$ cat config.mk
export PLATFORM = sky130hd
export DESIGN_NAME = rf_writeback_arbiter_flat
export DESIGN_NICKNAME = d
export VERILOG_FILES = /design/src/rtl/rf_writeback_arbiter_pkg.sv /design/src/rtl/rf_writeback_arbiter_if.sv /design/src/rtl/rf_writeback_arbiter_fifo.sv /design/src/rtl/rf_writeback_arbiter.sv /design/src/flat_wrapper.sv
export SDC_FILE = /design/constraint.sdc
export NUM_CORES = 1
export LEC_CHECK = 0
export CAP_MARGIN = 20
export CORE_MARGIN = 5
export CORE_UTILIZATION = 32
export CTS_BUF_LIST = sky130_fd_sc_hd__clkbuf_16
export CTS_CLUSTER_DIAMETER = 150
export DETAILED_ROUTE_END_ITERATION = 6
export HOLD_SLACK_MARGIN = 0.12
export PLACE_DENSITY_LB_ADDON = 0.12
export SYNTH_ARGS = -nofsm -noshare
export SYNTH_HDL_FRONTEND = slang
export SYNTH_HIERARCHICAL = 1
export SYNTH_SLANG_ARGS = --single-unit
$ cat constraint.sdc
create_clock -name CLK -period 6.39 [get_ports CLK]
set_input_delay 1.278 -clock CLK [delete_from_list [all_inputs] [get_ports CLK]]
set_output_delay 1.278 -clock CLK [all_outputs]
set_load 0.005 [all_outputs]
$ cat src/rtl/rf_writeback_arbiter_pkg.sv
// Purpose: shared types and constants for the register-file writeback arbiter.
// Latency: n/a (declarations only).
// Backpressure: n/a.
//   REG_ADDR_W / NUM_REGS : register address width and register count
//   src_e                 : which requester drives the write port in a cycle
//   popcount              : number of set bits in a scoreboard vector
package rf_arb_pkg;

  localparam int REG_ADDR_W = 5;
  localparam int NUM_REGS   = 32;

  typedef logic [REG_ADDR_W-1:0] reg_addr_t;

  typedef enum logic [1:0] {
    SRC_NONE = 2'd0,
    SRC_WB   = 2'd1,
    SRC_MD   = 2'd2
  } src_e;

  function automatic logic [5:0] popcount(input logic [NUM_REGS-1:0] v);
    logic [5:0] n;
    n = '0;
    for (int i = 0; i < NUM_REGS; i++) begin
      n = n + 6'(v[i]);
    end
    return n;
  endfunction

endpackage

$ cat src/rtl/rf_writeback_arbiter_if.sv
// Purpose: bundles WB, MDU, decode and reg-file write-port signals of the arbiter.
// Latency: n/a (wires only).
// Backpressure: MD_READY throttles MDU results; WB is never throttled.
//   master : environment side (drives requests, observes RF_* / STALL / ERR)
//   slave  : arbiter side
interface rf_writeback_arbiter_if #(
  parameter int DATA_W = 32
);
  import rf_arb_pkg::*;

  logic              WB_VALID;
  reg_addr_t         WB_ADDR;
  logic [DATA_W-1:0] WB_DATA;
  logic              MD_ISSUE;
  reg_addr_t         MD_ISSUE_ADDR;
  logic              MD_VALID;
  reg_addr_t         MD_ADDR;
  logic [DATA_W-1:0] MD_DATA;
  logic              MD_READY;
  logic              ID_VALID;
  reg_addr_t         ID_RS1;
  reg_addr_t         ID_RS2;
  reg_addr_t         ID_RD;
  logic              ID_USES_RS1;
  logic              ID_USES_RS2;
  logic              ID_WRITES_RD;
  logic              STALL;
  logic              RF_WRITE;
  reg_addr_t         RF_INADDRESS;
  logic [DATA_W-1:0] RF_IN;
  logic [5:0]        PENDING_CNT;
  logic              ERR;

  modport master (
    output WB_VALID, WB_ADDR, WB_DATA, MD_ISSUE, MD_ISSUE_ADDR,
           MD_VALID, MD_ADDR, MD_DATA, ID_VALID, ID_RS1, ID_RS2, ID_RD,
           ID_USES_RS1, ID_USES_RS2, ID_WRITES_RD,
    input  MD_READY, STALL, RF_WRITE, RF_INADDRESS, RF_IN, PENDING_CNT, ERR
  );

  modport slave (
    input  WB_VALID, WB_ADDR, WB_DATA, MD_ISSUE, MD_ISSUE_ADDR,
           MD_VALID, MD_ADDR, MD_DATA, ID_VALID, ID_RS1, ID_RS2, ID_RD,
           ID_USES_RS1, ID_USES_RS2, ID_WRITES_RD,
    output MD_READY, STALL, RF_WRITE, RF_INADDRESS, RF_IN, PENDING_CNT, ERR
  );

endinterface

$ cat src/rtl/rf_writeback_arbiter_fifo.sv
// Purpose: small synchronous FIFO holding MDU results that lost the write port.
// Latency: head visible the cycle after push into an empty FIFO.
// Backpressure: full deasserts the producer's ready; push when full is ignored.
//   clk, rst_n          : clock, async active-low reset (clears pointers)
//   push/push_data      : enqueue
//   pop/pop_data        : dequeue / current head
//   full, empty         : occupancy flags
module rf_result_fifo #(
  parameter int WIDTH = 37,
  parameter int DEPTH = 2
) (
  input  logic             clk,
  input  logic             rst_n,
  input  logic             push,
  input  logic [WIDTH-1:0] push_data,
  input  logic             pop,
  output logic [WIDTH-1:0] pop_data,
  output logic             full,
  output logic             empty
);
  localparam int AW = $clog2(DEPTH);

  logic [WIDTH-1:0] mem [DEPTH];
  // One extra wrap bit distinguishes full from empty.
  logic [AW:0] wr_ptr, rd_ptr;

  assign empty    = (wr_ptr == rd_ptr);
  assign full     = (wr_ptr[AW] != rd_ptr[AW]) && (wr_ptr[AW-1:0] == rd_ptr[AW-1:0]);
  assign pop_data = mem[rd_ptr[AW-1:0]];

  always_ff @(posedge clk or negedge rst_n) begin
    if (!rst_n) begin
      wr_ptr <= '0;
      rd_ptr <= '0;
    end else begin
      if (push && !full) wr_ptr <= wr_ptr + 1'b1;
      if (pop && !empty) rd_ptr <= rd_ptr + 1'b1;
    end
  end

  always_ff @(posedge clk) begin
    if (push && !full) mem[wr_ptr[AW-1:0]] <= push_data;
  end

endmodule

$ cat src/rtl/rf_writeback_arbiter.sv
// Purpose: arbitrates the single reg-file write port between WB and MDU, tracks MDU hazards.
// Latency: 1 cycle from selected request to RF_*; STALL is combinational.
// Backpressure: MD_READY low while the result FIFO is full; WB always wins the port.
//   CLK, RESET : clock, async active-low reset
//   bus        : WB / MDU / decode inputs; RF_*, STALL, MD_READY, PENDING_CNT, ERR outputs
module rf_writeback_arbiter
  import rf_arb_pkg::*;
#(
  parameter int FIFO_DEPTH = 2,
  parameter int DATA_W     = 32
) (
  input  logic                  CLK,
  input  logic                  RESET,
  rf_writeback_arbiter_if.slave bus
);
  // FIFO entry layout is {addr, data}.
  typedef struct packed {
    reg_addr_t         addr;
    logic [DATA_W-1:0] data;
  } entry_t;

  logic              fifo_push, fifo_pop, fifo_full, fifo_empty;
  entry_t            fifo_in, fifo_head;
  logic              md_accept, wb_take, md_take;
  src_e              sel;
  reg_addr_t         sel_addr;
  logic [DATA_W-1:0] sel_data;

  logic [NUM_REGS-1:0] pending, pending_nxt, set_mask, clr_mask;
  logic                rf_write_q, rf_from_md_q, err_q, err_set;
  reg_addr_t           rf_addr_q;
  logic [DATA_W-1:0]   rf_data_q;
  logic [5:0]          cnt_q;

  assign md_accept = bus.MD_VALID & ~fifo_full;
  assign wb_take   = bus.WB_VALID & (bus.WB_ADDR != '0);
  // x0 results are accepted from the MDU but dropped here.
  assign md_take   = md_accept & (bus.MD_ADDR != '0);
  assign fifo_in   = {bus.MD_ADDR, bus.MD_DATA};

  rf_result_fifo #(
    .WIDTH ($bits(entry_t)),
    .DEPTH (FIFO_DEPTH)
  ) u_fifo (
    .clk       (CLK),
    .rst_n     (RESET),
    .push      (fifo_push),
    .push_data (fifo_in),
    .pop       (fifo_pop),
    .pop_data  (fifo_head),
    .full      (fifo_full),
    .empty     (fifo_empty)
  );

  // Port selection: WB, then buffered MDU results (oldest first), then MDU bypass.
  always_comb begin
    sel       = SRC_NONE;
    sel_addr  = fifo_head.addr;
    sel_data  = fifo_head.data;
    fifo_pop  = 1'b0;
    fifo_push = 1'b0;
    if (wb_take) begin
      sel       = SRC_WB;
      sel_addr  = bus.WB_ADDR;
      sel_data  = bus.WB_DATA;
      fifo_push = md_take;
    end else if (!fifo_empty) begin
      sel       = SRC_MD;
      fifo_pop  = 1'b1;
      fifo_push = md_take;
    end else if (md_take) begin
      sel      = SRC_MD;
      sel_addr = bus.MD_ADDR;
      sel_data = bus.MD_DATA;
    end
  end

  // Clear comes from the write currently presented to reg_file; a same-edge
  // issue to that register re-sets the bit, so set is applied last.
  always_comb begin
    clr_mask = '0;
    set_mask = '0;
    if (rf_write_q && rf_from_md_q) clr_mask[rf_addr_q] = 1'b1;
    if (bus.MD_ISSUE && (bus.MD_ISSUE_ADDR != '0)) set_mask[bus.MD_ISSUE_ADDR] = 1'b1;
    pending_nxt    = (pending & ~clr_mask) | set_mask;
    pending_nxt[0] = 1'b0;
  end

  // Re-issue to a register whose result is still outstanding, an MDU result with
  // no outstanding issue, or a WB write racing an MDU result are all protocol errors.
  assign err_set = (|(set_mask & pending & ~clr_mask))
                 | (md_take & ~pending[bus.MD_ADDR])
                 | (wb_take & pending[bus.WB_ADDR]);

  always_ff @(posedge CLK or negedge RESET) begin
    if (!RESET) begin
      rf_write_q   <= 1'b0;
      rf_from_md_q <= 1'b0;
      rf_addr_q    <= '0;
      rf_data_q    <= '0;
      pending      <= '0;
      cnt_q        <= '0;
      err_q        <= 1'b0;
    end else begin
      rf_write_q   <= (sel != SRC_NONE);
      rf_from_md_q <= (sel == SRC_MD);
      if (sel != SRC_NONE) begin
        rf_addr_q <= sel_addr;
        rf_data_q <= sel_data;
      end
      pending <= pending_nxt;
      cnt_q   <= popcount(pending_nxt);
      err_q   <= err_q | err_set;
    end
  end

  assign bus.MD_READY     = ~fifo_full;
  assign bus.STALL        = bus.ID_VALID & ((bus.ID_USES_RS1  & pending[bus.ID_RS1])
                                          | (bus.ID_USES_RS2  & pending[bus.ID_RS2])
                                          | (bus.ID_WRITES_RD & pending[bus.ID_RD]));
  assign bus.RF_WRITE     = rf_write_q;
  assign bus.RF_INADDRESS = rf_addr_q;
  assign bus.RF_IN        = rf_data_q;
  assign bus.PENDING_CNT  = cnt_q;
  assign bus.ERR          = err_q;

endmodule

$ cat src/flat_wrapper.sv
// flat-port wrapper written by rule: the top's interface ports become plain ports
module rf_writeback_arbiter_flat import rf_arb_pkg::*;
#(
  parameter int FIFO_DEPTH = 2,
  parameter int DATA_W     = 32
)
  (CLK, RESET, bus_WB_VALID, bus_WB_ADDR, bus_WB_DATA, bus_MD_ISSUE, bus_MD_ISSUE_ADDR, bus_MD_VALID, bus_MD_ADDR, bus_MD_DATA, bus_ID_VALID, bus_ID_RS1, bus_ID_RS2, bus_ID_RD, bus_ID_USES_RS1, bus_ID_USES_RS2, bus_ID_WRITES_RD, bus_MD_READY, bus_STALL, bus_RF_WRITE, bus_RF_INADDRESS, bus_RF_IN, bus_PENDING_CNT, bus_ERR);
  rf_writeback_arbiter_if #(.DATA_W(DATA_W)) bus_i ();
  input  logic CLK;
  input  logic RESET;
  input wire logic [$bits(bus_i.WB_VALID)-1:0] bus_WB_VALID;
  input wire logic [$bits(bus_i.WB_ADDR)-1:0] bus_WB_ADDR;
  input wire logic [$bits(bus_i.WB_DATA)-1:0] bus_WB_DATA;
  input wire logic [$bits(bus_i.MD_ISSUE)-1:0] bus_MD_ISSUE;
  input wire logic [$bits(bus_i.MD_ISSUE_ADDR)-1:0] bus_MD_ISSUE_ADDR;
  input wire logic [$bits(bus_i.MD_VALID)-1:0] bus_MD_VALID;
  input wire logic [$bits(bus_i.MD_ADDR)-1:0] bus_MD_ADDR;
  input wire logic [$bits(bus_i.MD_DATA)-1:0] bus_MD_DATA;
  input wire logic [$bits(bus_i.ID_VALID)-1:0] bus_ID_VALID;
  input wire logic [$bits(bus_i.ID_RS1)-1:0] bus_ID_RS1;
  input wire logic [$bits(bus_i.ID_RS2)-1:0] bus_ID_RS2;
  input wire logic [$bits(bus_i.ID_RD)-1:0] bus_ID_RD;
  input wire logic [$bits(bus_i.ID_USES_RS1)-1:0] bus_ID_USES_RS1;
  input wire logic [$bits(bus_i.ID_USES_RS2)-1:0] bus_ID_USES_RS2;
  input wire logic [$bits(bus_i.ID_WRITES_RD)-1:0] bus_ID_WRITES_RD;
  output wire logic [$bits(bus_i.MD_READY)-1:0] bus_MD_READY;
  output wire logic [$bits(bus_i.STALL)-1:0] bus_STALL;
  output wire logic [$bits(bus_i.RF_WRITE)-1:0] bus_RF_WRITE;
  output wire logic [$bits(bus_i.RF_INADDRESS)-1:0] bus_RF_INADDRESS;
  output wire logic [$bits(bus_i.RF_IN)-1:0] bus_RF_IN;
  output wire logic [$bits(bus_i.PENDING_CNT)-1:0] bus_PENDING_CNT;
  output wire logic [$bits(bus_i.ERR)-1:0] bus_ERR;
  assign bus_i.WB_VALID = bus_WB_VALID;
  assign bus_i.WB_ADDR = bus_WB_ADDR;
  assign bus_i.WB_DATA = bus_WB_DATA;
  assign bus_i.MD_ISSUE = bus_MD_ISSUE;
  assign bus_i.MD_ISSUE_ADDR = bus_MD_ISSUE_ADDR;
  assign bus_i.MD_VALID = bus_MD_VALID;
  assign bus_i.MD_ADDR = bus_MD_ADDR;
  assign bus_i.MD_DATA = bus_MD_DATA;
  assign bus_i.ID_VALID = bus_ID_VALID;
  assign bus_i.ID_RS1 = bus_ID_RS1;
  assign bus_i.ID_RS2 = bus_ID_RS2;
  assign bus_i.ID_RD = bus_ID_RD;
  assign bus_i.ID_USES_RS1 = bus_ID_USES_RS1;
  assign bus_i.ID_USES_RS2 = bus_ID_USES_RS2;
  assign bus_i.ID_WRITES_RD = bus_ID_WRITES_RD;
  assign bus_MD_READY = bus_i.MD_READY;
  assign bus_STALL = bus_i.STALL;
  assign bus_RF_WRITE = bus_i.RF_WRITE;
  assign bus_RF_INADDRESS = bus_i.RF_INADDRESS;
  assign bus_RF_IN = bus_i.RF_IN;
  assign bus_PENDING_CNT = bus_i.PENDING_CNT;
  assign bus_ERR = bus_i.ERR;
  rf_writeback_arbiter #(.FIFO_DEPTH(FIFO_DEPTH), .DATA_W(DATA_W)) u_core (.CLK(CLK), .RESET(RESET), .bus(bus_i));
endmodule
==> metrics.md <==
| Metric | Value |
|---|---|
| Hold EP | u_core/bus.RF_IN[19] |
| Footprint of the multi-input gates | roughly 4500 sq um |
| Crit end category | flop |
| Global placement routability congestion | approximately 0.86 |
| Critical path peak fanout | 7 |
| EDFF count, synth | 74 |
| Reg2Reg Launch Point | u_core/bus.RF_INADDRESS[1] |
| Share of cells above drive strength 1 | 18.9% |
| Tot GR Track Use | between 15 and 20% |
| Sequential area share after synthesis | 47.0% |
| Yosys warnings | 6 |
| Max incr delay on CP | between 600 and 700 ps |
| # DRC | 0 |
| Synthesis-to-finish area growth | 31.0% |
| Worst-path clk slew | roughly 70 ps |
| Placed insts | about 1.3k |
| Hold Path Cell Cnt | 2 |
| Starting Density | between 30% and 40% |
| Initial antenna violation count | 0 |
| TritonRoute pass-1 iters | 5 |
| Worst Skew | 11.9 ps |
| Worst slew pin tran | roughly 1000 ps |
| Worst EP required | between 6000 and 7000 ps |
| Die height | about 180 um |
| Htree depth | 4 |
| GRT overflow | 0 |
| Worst r2r dst | u_core/bus.PENDING_CNT[4] |
| Final net count | between 1k and 1.5k |
| Mapped Cells | 777 |
| RSZ-0062 raised after global routing | false |
| Routed len/inst | between 20 and 25 um |
| Post-synth top flop | dfrtp_1 |
| Final Setup Violations | 0 |
| Register area | roughly 4300 sq um |
| Critical-path cell list | nand4bb_1, o21ai_0, o21a_1, fa_1, inv_1, fa_1, fa_1, fa_1, inv_1, fa_1, fa_1, inv_1, fa_2, inv_2, fa_2, inv_1, a21o_1, a21oi_2, xnor2_1 |
| Slew Viols, Final | 0 |
| Finished Cell Area | 11,900 sq um |
| Vias in the first global route | approximately 7k |
| Bufs on Longest Clock Path | 2 |
| Post-Route WL | ~27,000 um |
| Placed Area | between 10,000 and 15,000 sq um |
| Die ar. | between 30,000 and 40,000 sq um |
| Total CTS buffers | 17 |
| Width of the die | around 180 um |
| Critical Path AT | 6340 ps |
| Worst Hold Launch | u_core/bus.RF_IN[19] |
| Startpoint Class | flop |
| HPWL after DPL | 20,100 um |
| Row count | between 60 and 70 |
| Crit Path Class | reg -> reg |
| Final worst slack | 399 ps |
| Synthesized Nets | about 900 |
| Routed vias | 6,936 |
| First-pass GRT wire length | 41,700 um |
| Syn Area/Cell | ~12 sq um |
| Worst min path class | reg -> reg |
| Fin cells | 1,342 |
| Largest net degree at the start of global routing | 72 |
| Post-DRT Antenna Nets | 0 |
| Clock Latency Late Sink | 430 ps |
| Synth Cell Area | about 9000 sq um |
| R2r setup slk | 400 ps |
| Status | completed |
| Sink Count | ~160 |
| Max Cap Violations | 0 |
| Hold-fix buffers, CTS | 0 |
| Core Area | 27,900 sq um |
| Boundary Pins | 150 |
| Library cells used by synthesis | 72 |
| Post-synthesis register bit count | 155 |
| Most frequent CP cell | fa_1 |
| Pre-CTS WS | -583 ps |
| Number of diodes | 0 |
| Final Hold Fails | 0 |
| Initial DRC count | about 500 |
| CTS Root Cell | clkbuf_16 |
| Slew headroom | about 33% |
| PortBufs | 149 |
| Max Freq | 0.167 GHz |
| Min Clock Period, post-route | about 6000 ps |
| Vias/cell | 5.17 |
| Setup_tns | 0 ps |
| Final worst-path cycle share | between 90% and 100% |
| Fill cells | approximately 2.7k |
| CTS tree | yes |
| Async SR Flop Fraction | a little over half |
| Slowest-stage cell, CP | o21ai_0 |
| Cells on worst reg2reg path | 19 |
## through the flow
step / hold slack, ps / utilization (%)
after global routing: 505 / 42.5
after global placement: 461 / 40.1
final: 480 / 42.5
after detailed placement: 470 / 40.1
after floorplan: 473 / -
after CTS: 486 / 42.3
## cell usage after synthesis (9+ instances only)
cell type   n  area share, %
mux4_2     32            8.0
o21ai_0    88            4.9
mux2i_1    43            4.8
mux2_2     30            3.7
nand2_1    63            2.6
inv_1      43            1.8
mux2_1     15            1.9
fa_1       23            5.1
dfrtp_1    81             22
o211ai_1    9           0.75
edfxtp_1   74             25
a21oi_1    45            2.5
nor2_1     45            1.9
clkbuf_1   26            1.1
## repair_timing
action,in CTS,in global routing
resized for setup,5,21
setup endpoints to repair,3,5
gates cloned,0,1
buffers inserted,0,1
pin swaps,0,11
## cell usage in the layout, fill, tap and decap left out, drive strengths merged, types with 3 or more instances in the layout
master,synthesis,routed
edfxtp,74,74
clkinv,0,5
dfrtp,81,81
nand4b,3,3
a221o,3,3
nand4,5,5
or4,3,3
a21oi,46,46
buf,20,53
nand2b,6,6
nand3b,8,8
o21ai,92,92
nor2b,8,8
dlymetal6s2s,0,6
mux2,45,45
or3,3,3
ha,7,7
clkbuf,26,17
nor2,46,46
o22ai,7,7
nor3,4,4
or2,5,5
inv,43,51
xnor2,4,4
nand2,63,63
a31oi,6,6
nand3,8,8
fa,23,23
mux4,34,34
o211ai,11,11
or3b,4,4
o21a,8,8
mux2i,43,43
nor3b,7,7
clkdlybuf4s50,0,142
## worst max-delay path by stage
stage               depth (start not counted)                         to  slack, ps                  startpoint
floorplan                                  20  u_core/bus.PENDING_CNT[4]         20        bus_MD_ISSUE_ADDR[2]
global placement                           21  u_core/bus.PENDING_CNT[4]       -440                bus_MD_ISSUE
detailed placement                         21  u_core/bus.PENDING_CNT[4]       -580                bus_MD_ISSUE
CTS                                        22  u_core/bus.PENDING_CNT[4]         20        bus_MD_ISSUE_ADDR[2]
global route                               19  u_core/bus.PENDING_CNT[4]         90  u_core/bus.RF_INADDRESS[1]
finish                                     19  u_core/bus.PENDING_CNT[4]        400  u_core/bus.RF_INADDRESS[1]
## metal layers
metal | GRT usage (%) | routed length (um) | vias to the layer above
met1 | 23.7 | 12200 | 3446
li1 | - | - | 3228
met5 | 0 | 0 | -
met3 | 4.20 | 1750 | 37
met4 | 4.16 | 417 | 0
met2 | 27.6 | 12900 | 225
## flip-flops by register name, indices dropped and copies added (netlist names), 2 cells and up
name	count
u_core/bus.RF_INADDRESS	5
u_core/u_fifo/wr_ptr	2
u_core/u_fifo/mem	74
u_core/pending	31
u_core/bus.RF_IN	32
u_core/u_fifo/rd_ptr	2
u_core/bus.PENDING_CNT	6
## critical path, delay by kind of cell (launching register included)
family / cells / cell delay, ps
flops: 1 / 490
compound gates: 4 / 1190
fa+ha+maj: 8 / 3340
simple gates: 1 / 490
xor+xnor: 1 / 120
buf+inv: 5 / 300
## area by class of cell
class                           count  share of cell area [%]
Timing Repair Buffer              201                    16.0
Inverter                           43                    1.36
Sequential cell                   155                    35.9
Multi-Input combinational cell    533                    37.7
Clock buffer                       17                    3.59
Tap cell                          378                    3.99
Clock inverter                     15                    1.43
## cell families (layout without fill, tap and decap cells)
group                    Yosys count  count (layout)  synth area share, %
AO/OA/AOI/OAI                    197             197                 12.9
AND/OR/NAND/NOR                  178             178                 9.86
flip-flops                       155             155                 47.0
multiplexers                     122             122                 18.9
buffers and inverters             89             276                 4.62
adder cells (fa/ha/maj)           30              30                 6.06
XOR/XNOR                           6               6                0.664
Power is left out: the tool's default activity adds up to more than one toggle a clock period on the data nets, which glitch-free logic cannot reach.
